<file path="src/rtl/pwm_demodulator.sv">
// pwm_demodulator: measures the high time of each period on an asynchronous
// PWM line in quanta of TickDiv clocks. It publishes one DataBits-wide sample
// per complete period, with a one-cycle SampleValid strobe. A silence timeout
// reports a line stuck low or stuck high and raises Lost.
//
// Optional build macro: PWM_DEMOD_DEGLITCH_EN
//   When defined, a deglitch filter follows the synchroniser. The filtered
//   line follows the synchronised line only after it has held a new level for
//   4 consecutive clocks. This adds 3 clocks of edge latency.
//
// Output handshake: SampleValid is a single-cycle strobe with no ready or
// backpressure. Sample is valid in the strobe cycle and holds until the next
// strobe. A consumer must capture it in the strobe cycle if it needs the
// event.
module pwm_demodulator #(
  parameter int DataBits       = 8,
  parameter int TickDiv        = 8,
  parameter int SyncStages     = 2,
  parameter int TimeoutPeriods = 4
) (
  input  logic                ClkOsc,
  input  logic                Rst,
  input  logic                In_Pwm,
  output logic [DataBits-1:0] Sample,
  output logic                SampleValid,
  output logic                Lost,
  output logic [1:0]          DbgState
);

  typedef enum logic [1:0] {
    S_IDLE = 2'd0,
    S_HIGH = 2'd1,
    S_LOW  = 2'd2
  } state_e;

  localparam int PreW        = (TickDiv > 1) ? $clog2(TickDiv) : 1;
  localparam int SilLimitInt = TimeoutPeriods * (2 ** DataBits);
  localparam int SilW        = $clog2(SilLimitInt) + 1;
`ifdef PWM_DEMOD_DEGLITCH_EN
  localparam int DgExtra     = 3;
`else
  localparam int DgExtra     = 0;
`endif
  // Clocks after reset before the edge detector sees a settled line. Masking
  // edges during this window stops the zeroed synchroniser refilling to a
  // high pin from looking like a real rising edge.
  localparam int FillLen     = SyncStages + 1 + DgExtra;
  localparam int FillW       = $clog2(FillLen + 1);

  localparam logic [PreW-1:0]     PreMax   = PreW'(TickDiv - 1);
  localparam logic [SilW-1:0]     SilLimit = SilW'(SilLimitInt);
  localparam logic [SilW-1:0]     SilLast  = SilW'(SilLimitInt - 1);
  localparam logic [DataBits-1:0] HighMax  = '1;
  localparam logic [FillW-1:0]    FillDone = FillW'(FillLen);

  logic [SyncStages-1:0] r_sync;
  logic                  r_line_d;
  logic [FillW-1:0]      r_fill;
  logic [PreW-1:0]       r_pre;
  logic [SilW-1:0]       r_sil;
  logic                  r_armed;
  state_e                r_state;
  logic [DataBits-1:0]   r_high;
  logic [DataBits-1:0]   r_pend;
  logic [DataBits-1:0]   r_sample;
  logic                  r_valid;
  logic                  r_lost;

  logic                  w_sync;
  logic                  w_line;
  logic                  w_filled;
  logic                  w_rise;
  logic                  w_fall;
  logic                  w_edge;
  logic                  w_tick;
  logic                  w_timeout;
  logic [DataBits-1:0]   w_high_inc;
  state_e                w_state_nxt;
  logic [DataBits-1:0]   w_high_nxt;
  logic [DataBits-1:0]   w_pend_nxt;
  logic [DataBits-1:0]   w_sample_nxt;
  logic                  w_valid_nxt;
  logic                  w_lost_nxt;

  // Input synchroniser: shift the asynchronous pin through SyncStages flops.
  always_ff @(posedge ClkOsc) begin
    if (!Rst) r_sync <= '0;
    else      r_sync <= {r_sync[SyncStages-2:0], In_Pwm};
  end

  assign w_sync = r_sync[SyncStages-1];

`ifdef PWM_DEMOD_DEGLITCH_EN
  logic       r_filt;
  logic [1:0] r_dg_cnt;
  logic       w_dg_diff;
  logic       w_dg_take;

  assign w_dg_diff = (w_sync != r_filt);
  assign w_dg_take = w_dg_diff && (r_dg_cnt == 2'd3);
  // On the 4th differing clock the new level is passed straight through.
  // This keeps the added latency at 3 clocks.
  assign w_line    = w_dg_take ? w_sync : r_filt;

  // Deglitch: count consecutive clocks the synchronised line differs from the filtered level.
  always_ff @(posedge ClkOsc) begin
    if (!Rst) begin
      r_filt   <= 1'b0;
      r_dg_cnt <= 2'd0;
    end else if (w_dg_take) begin
      r_filt   <= w_sync;
      r_dg_cnt <= 2'd0;
    end else if (w_dg_diff) begin
      r_dg_cnt <= r_dg_cnt + 2'd1;
    end else begin
      r_dg_cnt <= 2'd0;
    end
  end
`else
  assign w_line = w_sync;
`endif

  // Edge detector delay flop plus the post-reset settling counter.
  always_ff @(posedge ClkOsc) begin
    if (!Rst) begin
      r_line_d <= 1'b0;
      r_fill   <= '0;
    end else begin
      r_line_d <= w_line;
      if (r_fill != FillDone) r_fill <= r_fill + 1'b1;
    end
  end

  assign w_filled  = (r_fill == FillDone);
  assign w_rise    = w_filled &  w_line & ~r_line_d;
  assign w_fall    = w_filled & ~w_line &  r_line_d;
  assign w_edge    = w_rise | w_fall;
  assign w_tick    = (r_pre == PreMax) && !w_rise;
  assign w_timeout = r_armed && w_tick && !w_edge && (r_sil == SilLast);

  // Prescaler, silence counter and timeout arming.
  always_ff @(posedge ClkOsc) begin
    if (!Rst) begin
      r_pre   <= '0;
      r_sil   <= '0;
      r_armed <= 1'b1;
    end else begin
      if (w_rise || (r_pre == PreMax)) r_pre <= '0;
      else                             r_pre <= r_pre + 1'b1;
      if (w_edge)                              r_sil <= '0;
      else if (w_tick && (r_sil != SilLimit))  r_sil <= r_sil + 1'b1;
      if (w_edge)         r_armed <= 1'b1;
      else if (w_timeout) r_armed <= 1'b0;
    end
  end

  assign w_high_inc = (w_tick && (r_high != HighMax)) ? r_high + 1'b1 : r_high;

  // FSM next state and datapath updates. A timeout overrides the normal
  // state flow; by construction it never coincides with an edge.
  always_comb begin
    w_state_nxt  = r_state;
    w_high_nxt   = r_high;
    w_pend_nxt   = r_pend;
    w_sample_nxt = r_sample;
    w_valid_nxt  = 1'b0;
    w_lost_nxt   = r_lost;
    case (r_state)
      S_IDLE: begin
        if (w_rise) begin
          w_state_nxt = S_HIGH;
          w_high_nxt  = '0;
        end
      end
      S_HIGH: begin
        w_high_nxt = w_high_inc;
        if (w_fall) begin
          w_pend_nxt  = w_high_inc;
          w_state_nxt = S_LOW;
        end
      end
      S_LOW: begin
        if (w_rise) begin
          w_sample_nxt = r_pend;
          w_valid_nxt  = 1'b1;
          w_lost_nxt   = 1'b0;
          w_high_nxt   = '0;
          w_state_nxt  = S_HIGH;
        end
      end
      default: w_state_nxt = S_IDLE;
    endcase
    if (w_timeout) begin
      w_sample_nxt = w_line ? HighMax : '0;
      w_valid_nxt  = 1'b1;
      w_lost_nxt   = 1'b1;
      w_state_nxt  = S_IDLE;
    end
  end

  // FSM state and output registers.
  always_ff @(posedge ClkOsc) begin
    if (!Rst) begin
      r_state  <= S_IDLE;
      r_high   <= '0;
      r_pend   <= '0;
      r_sample <= '0;
      r_valid  <= 1'b0;
      r_lost   <= 1'b0;
    end else begin
      r_state  <= w_state_nxt;
      r_high   <= w_high_nxt;
      r_pend   <= w_pend_nxt;
      r_sample <= w_sample_nxt;
      r_valid  <= w_valid_nxt;
      r_lost   <= w_lost_nxt;
    end
  end

  assign Sample      = r_sample;
  assign SampleValid = r_valid;
  assign Lost        = r_lost;
  assign DbgState    = r_state;

endmodule

</file>
<file path="config.mk">
export PLATFORM = sky130hd
export DESIGN_NAME = pwm_demodulator
export DESIGN_NICKNAME = d
export VERILOG_FILES = /design/src/rtl/pwm_demodulator.sv
export SDC_FILE = /design/constraint.sdc
export NUM_CORES = 1
export LEC_CHECK = 0
export ABC_AREA = 0
export CAP_MARGIN = 20
export CORE_MARGIN = 2
export CORE_UTILIZATION = 30
export DETAILED_ROUTE_END_ITERATION = 10
export MAX_ROUTING_LAYER = met4
export PLACE_DENSITY_LB_ADDON = 0.08
export SLEW_MARGIN = 20
export SYNTH_ARGS = -nofsm -noshare
export SYNTH_HDL_FRONTEND = slang
export SYNTH_SLANG_ARGS = --single-unit
</file>
<file path="constraint.sdc">
create_clock -name ClkOsc -period 3.14 [get_ports ClkOsc]
set_clock_uncertainty 0.15 [all_clocks]
set_input_delay 0.314 -clock ClkOsc [delete_from_list [all_inputs] [get_ports ClkOsc]]
set_output_delay 0.314 -clock ClkOsc [all_outputs]
set_load 0.1 [all_outputs]
</file>
==> reports/metrics.csv, run 1 <==
stage,metric,value,unit
sta,fmax,0.4137,GHz
pwr,clockPowerShare,47.7,%
synth,synth.area.top_cells,"dfxtp_1, o21ai_0, ha_1, nand2_1, a21oi_1",
sta,final_max_slew_viol_count,0,
drt,drt_iter0_drc,53,
cts,cts_tree,built,
global_route,grt_antenna_before_repair,0,
floorplan,num_rows,32,
floorplan,ios,15,
global_route,grt_usage,14.53,%
place,gp_congestion,0.7898,
sta,timing.final.crit_share,76.98,%
synth,syn_nets,270,
place,io_buffers,14,
drt,wl,5684,um
synth,synth_top_area_share,40.46,%
drt,dr_total_vias,1922,
cts,numCtsBuffers,5,
pwr,netSwitchingFraction,20.17,%
sta,period_needed,2.417,ns
global_route,grt_pass1_vias,1902,
drt,postRouteAntennaNets,0,
cts,clock_latency,0.30,ns
pwr,p_int,1039,uW
cts,cts_resized,0,
pwr,p_per_area,479.4,nW/um^2
synth,yosysSeqAreaShare,40.46,%
cts,hold_buffers,0,
drt,wire_per_inst,15.28,um
layout,area_growth,14.28,%
pwr,worst_ir_drop_vdd,0.0001721,V
layout,n_fill_cell,823,
worst_setup_path,required,3.23,ns
layout,layout.nets,278,
synth,synth-edff-count,0,
sta,maxSlewHeadroom,35.53,%
synth,ys_types,56,
layout,n_antenna_cell,0,
cts,clockBufferDepth,2,
floorplan,dieHeight,92.97,um
sta,setup_violations,0,
run,drv_cap,0,
pwr,seq_power_share,48.1,%
sta,hold_viol,0,
floorplan,dieArea,8643,sq um
sta,tightest_slew,0.9641,ns
worst_setup_path,arrival,2.50,ns
pwr,p_switching,262.5,uW
cts,post-cts-setup-buffers,0,
synth,async_reset_ff_share,0,%
cts,htree_levels,2,
cts,cts-root-buf,clkbuf_8,
global_route,grt_pass1_wl,9618,um
sta,rsz0062_at_grt,no,
synth,postSynthCellCount,261,
worst_setup_path,worst-setup-path-type,register to register,
place,pre_cts_ws,0.6860,ns
sta,tns,0,ns
worst_setup_path,start_kind,register,
synth,netlist_area,2375,sq um
pwr,p_comb_share,4.2,%
global_route,overflow,0,
cts,cts_sinks,48,
layout,drive_above_1_share,13.33,%
synth,synthFlopType,dfxtp_1,
layout,layout_commonest_cell,dfxtp_1,
synth,ys_ff_latch,48,
worst_setup_path,cp_max_fo,14,
floorplan,core_area,7687,sq um
sta,worst_slack,0.7228,ns
cts,clk_pin_slew_worst_paths,0.09,ns
floorplan,start_util,30.89,%
global_route,grt_max_degree,23,
sta,whs,0.2854,ns
drt,dr.pass1.iters,4,
drt,drc,0,
hold_path,hp-class,register to register,
place,dpl.hpwl,4026,um
synth,avgSynthCellArea,9.099,sq um
layout,layout_common_cells,"dfxtp_1, o21ai_0, nand2_1, a21oi_1, buf_4",
worst_setup_path,end_kind,register,
outcome,outcome,completed,
layout,postLayoutCoreUtil,35.30,%
floorplan,die_w,92.97,um
synth,ys_warn_count,0,
synth,synth_area_leader_cell,dfxtp_1,
pwr,leakagePower,0.0009537,uW
drt,viasPerCell,5.167,
power groups by stage:
stage	clock network, uW	registers [uW]	logic (uW)
after floorplan	0	641	40.3
after global placement	0	640	53.9
after detailed placement	0	641	55.5
after CTS	641	627	55.7
after global routing	655	628	61.8
final	620	626	54.7
worst max-delay path, stage by stage, from the launching register on:
cell and delay (ns):
dfxtp_1 0.33, ha_1 0.34, nand3b_1 0.43, nand4_1 0.48, or3_1 0.49, a21oi_1 0.14
synthesized netlist by cell type, types with 6 or more instances:
library cell   n
and2_1         6
buf_2          6
inv_1          6
a211oi_1       9
nand4_1        6
clkbuf_1       6
xor2_1         7
or3_1          7
nand3_1        8
nand2_1       19
a21oi_1       14
o21ai_0       25
dfxtp_1       48
nand2b_1       6
a311oi_1       7
nor2_1        12
ha_1           6
registers in the layout, summed over array words and instances (netlist names):
signal / count
r_line_d: 1
r_armed: 1
Sample: 8
r_pre: 3
r_high: 8
SampleValid: 1
r_sync: 2
r_fill: 2
r_pend: 8
Lost: 1
r_sil: 11
DbgState: 2
final cells by class:
cell class	instances	area (sq um)	area share, %
tap	102	127.6	4.703
timing repair buffer	17	135.1	4.979
clock inverter	3	90.09	3.320
sequential	48	960.9	35.41
multi-input combinational	191	1309	48.23
clock buffer	5	68.82	2.536
inverter	6	22.52	0.8299
routing by layer:
layer	routed length (um)	global-route usage, %	part of all wire, %
met5	0	-	0
met4	107	5.760	1.9
met3	164	3.143	2.9
met2	2359	20.77	42
met1	3052	19.99	54
final timing paths:
path                   from       end  slack [ns]  cells past startpoint
setup / recovery  r_fill[0]  r_sil[8]        0.72                      5
hold / removal     r_pre[0]  r_pre[0]        0.29                      1
setup reg to reg  r_fill[0]  r_sil[8]        0.72                      5
hold reg to reg    r_pre[0]  r_pre[0]        0.29                      1
through the flow:
stage | cells | total power (uW) | instance area [sq um]
floorplan | 261 | 681.2 | 2375
global placement | 364 | 694.2 | 2555
detailed placement | 364 | 696.3 | 2555
CTS | 372 | 1324 | 2714
global route | 372 | 1345 | 2714
finish | 372 | 1301 | 2714
logic make-up (layout without fill, tap and decap cells):
group / Yosys count / after routing / synth area share, %
xor gates and xnor gates: 8 / 8 / 3.267
DFF: 48 / 48 / 40.46
buffers and inverters: 22 / 31 / 4.425
AOI/OAI and AO/OA: 81 / 81 / 23.55
adders and majority gates: 6 / 6 / 3.161
muxes: 4 / 4 / 1.686
and+or+nand+nor: 92 / 92 / 23.45
Power figures use the tool's default switching activity.
==> run 2: changes to the inputs <==
==> constraint.sdc (replaced) <==
create_clock -name ClkOsc -period 2 [get_ports ClkOsc]
set_clock_uncertainty 0.15 [all_clocks]
set_input_delay 0.2 -clock ClkOsc [delete_from_list [all_inputs] [get_ports ClkOsc]]
set_output_delay 0.2 -clock ClkOsc [all_outputs]
set_load 0.1 [all_outputs]
==> run 2 against run 1 <==
Compared with the run above: maximum frequency rose by 29%; sequential share of layout area fell by 2.2 points; die area did not move; global-route usage rose by 0.28 points; wire length rose by 1.1%; flip-flop and latch count did not move; hold slack barely moved; final cell count rose by 7.5%; final area rose by 6.9%; total power rose by 39%; largest power group unchanged.
==> reports/metrics.csv, run 2 (synthesized netlist as in run 1, its figures left out) <==
stage,metric,value,unit
worst_setup_path,crit_family,simple AND/OR/NAND/NOR gates,
worst_setup_path,cpPeakStageDelay,0.35,ns
cts,cts_tree,built,
place,placement.cell_area,2778,sq um
sta,timing.final.crit_share,93.72,%
cts,cts_sinks,48,
drt,drt_iter0_drc,78,
run,drv_cap,0,
hold_path,hp-class,register to register,
cts,post-cts-setup-buffers,0,
drt,drc,0,
worst_setup_path,worst-setup-path-type,register to register,
pwr,p_per_area,625.2,nW/um^2
sta,tns,0,ns
place,gp_congestion,0.7624,
floorplan,core_area,7687,sq um
global_route,top_usage_layer,met2,
worst_setup_path,crit_path_cell_trace,ha_1 > ha_1 > buf_12 > and2_1 > nand4_2 > a311oi_1,
worst_setup_path,start_kind,register,
worst_setup_path,required,2.07,ns
sta,hold_viol,0,
drt,postRouteAntennaNets,0,
worst_setup_path,cp_slowest_cell,dfxtp_1,
sta,maxSlewHeadroom,73.45,%
sta,final_max_slew_viol_count,0,
drt,dr.pass1.iters,4,
worst_setup_path,cp_max_fo,14,
cts,clockBufferDepth,2,
sta,rsz0062_at_grt,no,
global_route,grt_pass1_wl,9784,um
cts,clock_latency,0.30,ns
cts,htree_levels,2,
sta,setup_violations,0,
layout,layout_commonest_cell,dfxtp_1,
place,dpl.hpwl,4357,um
layout,final_area,2902,sq um
cts,hold_buffers,0,
pwr,leakagePower,0.001072,uW
sta,period_needed,1.874,ns
global_route,grt_use_met3,3.707,%
global_route,overflow,0,
sta,tightest_slew,0.3973,ns
layout,largest-register,r_sil,
worst_setup_path,arrival,1.94,ns
floorplan,dieHeight,92.97,um
drt,wl,5744,um
worst_setup_path,cp_num_buf_inv,1,
global_route,grt_max_degree,17,
worst_setup_path,end_kind,register,
floorplan,start_util,30.89,%
layout,layout.nets,306,
floorplan,num_rows,32,
global_route,grt_antenna_before_repair,0,
outcome,outcome,completed,
cts,cts-root-buf,clkbuf_8,
floorplan,ios,15,
floorplan,dieArea,8643,sq um
global_route,grt_usage,14.81,%
cts,numCtsBuffers,5,
global_route,grt_pass1_vias,1933,
layout,drive_above_1_share,23.15,%
drt,wire_per_inst,14.36,um
layout,largest_reg_flops,11,
drt,viasPerCell,5.075,
worst_setup_path,crit_top_cell,ha_1,
place,io_buffers,14,
layout,n_antenna_cell,0,
layout,layout_common_cells,"dfxtp_1, buf_4, o21ai_0, nand2_1, a21oi_1",
cts,cts_resized,0,
sta,fmax,0.5335,GHz
pwr,worst_ir_drop_vdd,0.0002282,V
drt,dr_total_vias,2030,
global_route,grt_util_met2,21.68,%
cts,clk_pin_slew_worst_paths,0.10,ns
global_route,grtUsageMet1,20.55,%
layout,area_growth,22.18,%
floorplan,die_w,92.97,um
run 2: path summary, 6_finish.rpt:
check	from	end	slack (ns)	cells past startpoint
min reg2reg	r_pre[0]	r_pre[0]	0.29	1
max	r_pre[0]	Sample[6]	0.13	6
max reg2reg	r_pre[0]	Sample[6]	0.13	6
min	r_pre[0]	r_pre[0]	0.29	1
run 2: layout make-up:
cell class | count | area (sq um)
Clock inverter | 3 | 46.29
Tap cell | 102 | 127.6
Inverter | 6 | 22.52
Timing Repair Buffer | 45 | 355.3
Clock buffer | 5 | 68.82
Sequential cell | 48 | 963.4
Fill cell | 804 | 4786
Multi-Input combinational cell | 191 | 1318
run 2: routing by layer:
| metal | up-vias | wire length (um) |
|---|---|---|
| met1 | 952 | 2997 |
| li1 | 1050 | - |
| met2 | 26 | 2534 |
| met5 | - | 0 |
| met4 | 0 | 38 |
| met3 | 2 | 172 |
run 2: report_power, final:
part           switching (uW)  internal [uW]  total, uW
logic                    55.2           44.4       99.6
clock network             353            377        730
registers                11.1            973        984
run 2: worst register-to-register path: stages, from the launching register on:
cell,delay [ns]
dfxtp_1,0.35
ha_1,0.15
ha_1,0.18
buf_12,0.15
and2_1,0.19
nand4_2,0.28
a311oi_1,0.34
run 2: through the flow:
stage / std cells / power, uW / setup slack (ns) / util [%] / hold WS [ns]
2_1_floorplan: 261 / 1070 / 0.09095 / - / 0.1773
3_3_place_gp: 392 / 1104 / 0.09200 / 36.13 / 0.2657
3_5_place_dp: 392 / 1105 / 0.06589 / 36.13 / 0.2724
4_1_cts: 400 / 1845 / 0.07058 / 37.63 / 0.2864
5_1_grt: 400 / 1911 / 0.01158 / 37.74 / 0.3006
6_report: 400 / 1814 / 0.1255 / 37.74 / 0.2852
==> run 3: changes to the inputs <==
--- a/config.mk
+++ b/config.mk
@@ -12,6 +12,7 @@
 export DETAILED_ROUTE_END_ITERATION = 10
 export MAX_ROUTING_LAYER = met4
 export PLACE_DENSITY_LB_ADDON = 0.08
+export REMOVE_ABC_BUFFERS = 1
 export SLEW_MARGIN = 20
 export SYNTH_ARGS = -nofsm -noshare
 export SYNTH_HDL_FRONTEND = slang
==> run 3 against run 2 <==
Compared with the run above: hold slack better by 0.0040 ns; largest power group unchanged; critical path type unchanged; setup slack better by 0.0078 ns; flip-flop and latch count unchanged; register-to-register slack hardly changed; utilization down 0.63 points.
==> reports/metrics.csv, run 3 (synthesized netlist as in run 1, its figures left out) <==
stage,metric,value,unit
outcome,outcome,completed,
sta,whs,0.2892,ns
place,gp_congestion,0.8774,
worst_setup_path,required,2.09,ns
floorplan,num_rows,32,
worst_setup_path,r2r_start,r_pre[0],
cts,cts-root-buf,clkbuf_8,
sta,timing.final.crit_share,93.33,%
layout,postLayoutCoreUtil,37.11,%
worst_setup_path,end_kind,register,
global_route,grt_pass1_wl,9715,um
place,dpl.hpwl,4206,um
sta,final_max_slew_viol_count,0,
pwr,p_per_area,633.7,nW/um^2
layout,area_growth,20.13,%
run,drv_cap,0,
cts,cts_sinks,48,
sta,rsz0062_at_grt,no,
drt,wire_per_inst,14.76,um
drt,dr_total_vias,1997,
cts,clock_latency,0.30,ns
worst_setup_path,worst-setup-path-type,register to register,
sta,fmax,0.5357,GHz
drt,dr.pass1.iters,4,
drt,postRouteAntennaNets,0,
cts,clk_pin_slew_worst_paths,0.10,ns
layout,drive_above_1_share,19.79,%
layout,largest_reg_flops,11,
hold_path,min-delay-start,r_pre[0],
sta,setup_violations,0,
drt,drt_iter0_drc,90,
drt,viasPerCell,5.121,
floorplan,dieHeight,92.97,um
sta,worst_slack,0.1333,ns
cts,numCtsBuffers,5,
hold_path,hp-class,register to register,
global_route,grt_antenna_before_repair,0,
layout,n_antenna_cell,0,
layout,layout.nets,296,
pwr,leakagePower,0.001012,uW
drt,wl,5755,um
floorplan,dieArea,8643,sq um
global_route,overflow,0,
place,io_buffers,14,
cts,clockBufferDepth,2,
worst_setup_path,cp_max_fo,8,
floorplan,start_util,30.89,%
cts,cts_tree,built,
global_route,grt_max_degree,21,
layout,layout_commonest_cell,dfxtp_1,
drt,drc,0,
cts,hold_buffers,0,
pwr,worst_ir_drop_vdd,0.0003055,V
global_route,grt_pass1_vias,1870,
layout,largest-register,r_sil,
sta,period_needed,1.867,ns
sta,tightest_slew,0.4300,ns
floorplan,die_w,92.97,um
floorplan,ios,15,
place,pre_cts_ws,0.08698,ns
floorplan,core_area,7687,sq um
layout,layout_common_cells,"dfxtp_1, buf_4, o21ai_0, nand2_1, a21oi_1",
sta,hold_viol,0,
worst_setup_path,crit_path_start,r_pre[0],
worst_setup_path,start_kind,register,
worst_setup_path,arrival,1.96,ns
cts,htree_levels,2,
sta,maxSlewHeadroom,71.25,%
global_route,grt_usage,14.58,%
[run 3: changes by cell type in the layout (fill, tap and decap cells not counted), sizes merged]
cell	before	now
buf	43	33
clkinv	0	1
inv	7	6
[run 3: through the flow]
step / area (sq um) / TNS (ns) / total power, uW / cells
2_1_floorplan: 2292 / -2.330 / 1061 / 245
4_1_cts: 2816 / 0 / 1825 / 389
3_3_place_gp: 2705 / 0 / 1103 / 381
3_5_place_dp: 2705 / 0 / 1102 / 381
5_1_grt: 2853 / 0 / 1880 / 390
6_report: 2853 / 0 / 1808 / 390
[run 3: critical path, cell delays in order (launching register included)]
cell,delay [ns]
dfxtp_1,0.35
ha_1,0.16
ha_2,0.24
buf_4,0.19
o211ai_2,0.22
or3_1,0.36
a31oi_1,0.16
[run 3: final cells by class]
class	count	area, sq um
fillers	826	4835
multi-input cells	191	1334
flip-flops and latches	48	960.9
repair buffers	35	296.5
well taps	102	127.6
clock buffers	5	68.82
clock inverters	3	42.54
inverters	6	22.52
[run 3: path summary, 6_finish.rpt]
check,endpoint,slack [ns],cells past startpoint
worst min-delay path,r_pre[0],0.29,1
worst max-delay path,r_pend[5],0.13,6
worst min register to register,r_pre[0],0.29,1
worst max register to register,r_pend[5],0.13,6
[run 3: per-layer routing]
layer | up-vias | share of wire (%) | global-route usage (%)
met3 | 4 | 2.6 | 2.901
met1 | 943 | 54 | 20.85
met4 | 0 | 0.42 | 3.676
met2 | 28 | 43 | 21.14
met5 | - | 0 | -
li1 | 1022 | - | -
[run 3: what timing repair did]
action | 4_1_cts | 5_1_grt
gates resized for setup | 0 | 5
endpoints found under the setup margin | 0 | 14
setup buffers | 0 | 1
[run 3: report_power, final]
part | total, uW | internal [uW] | switching (uW)
Clock | 726 | 371 | 355
Sequential | 984 | 973 | 11.1
Combinational | 97.2 | 41.0 | 56.2
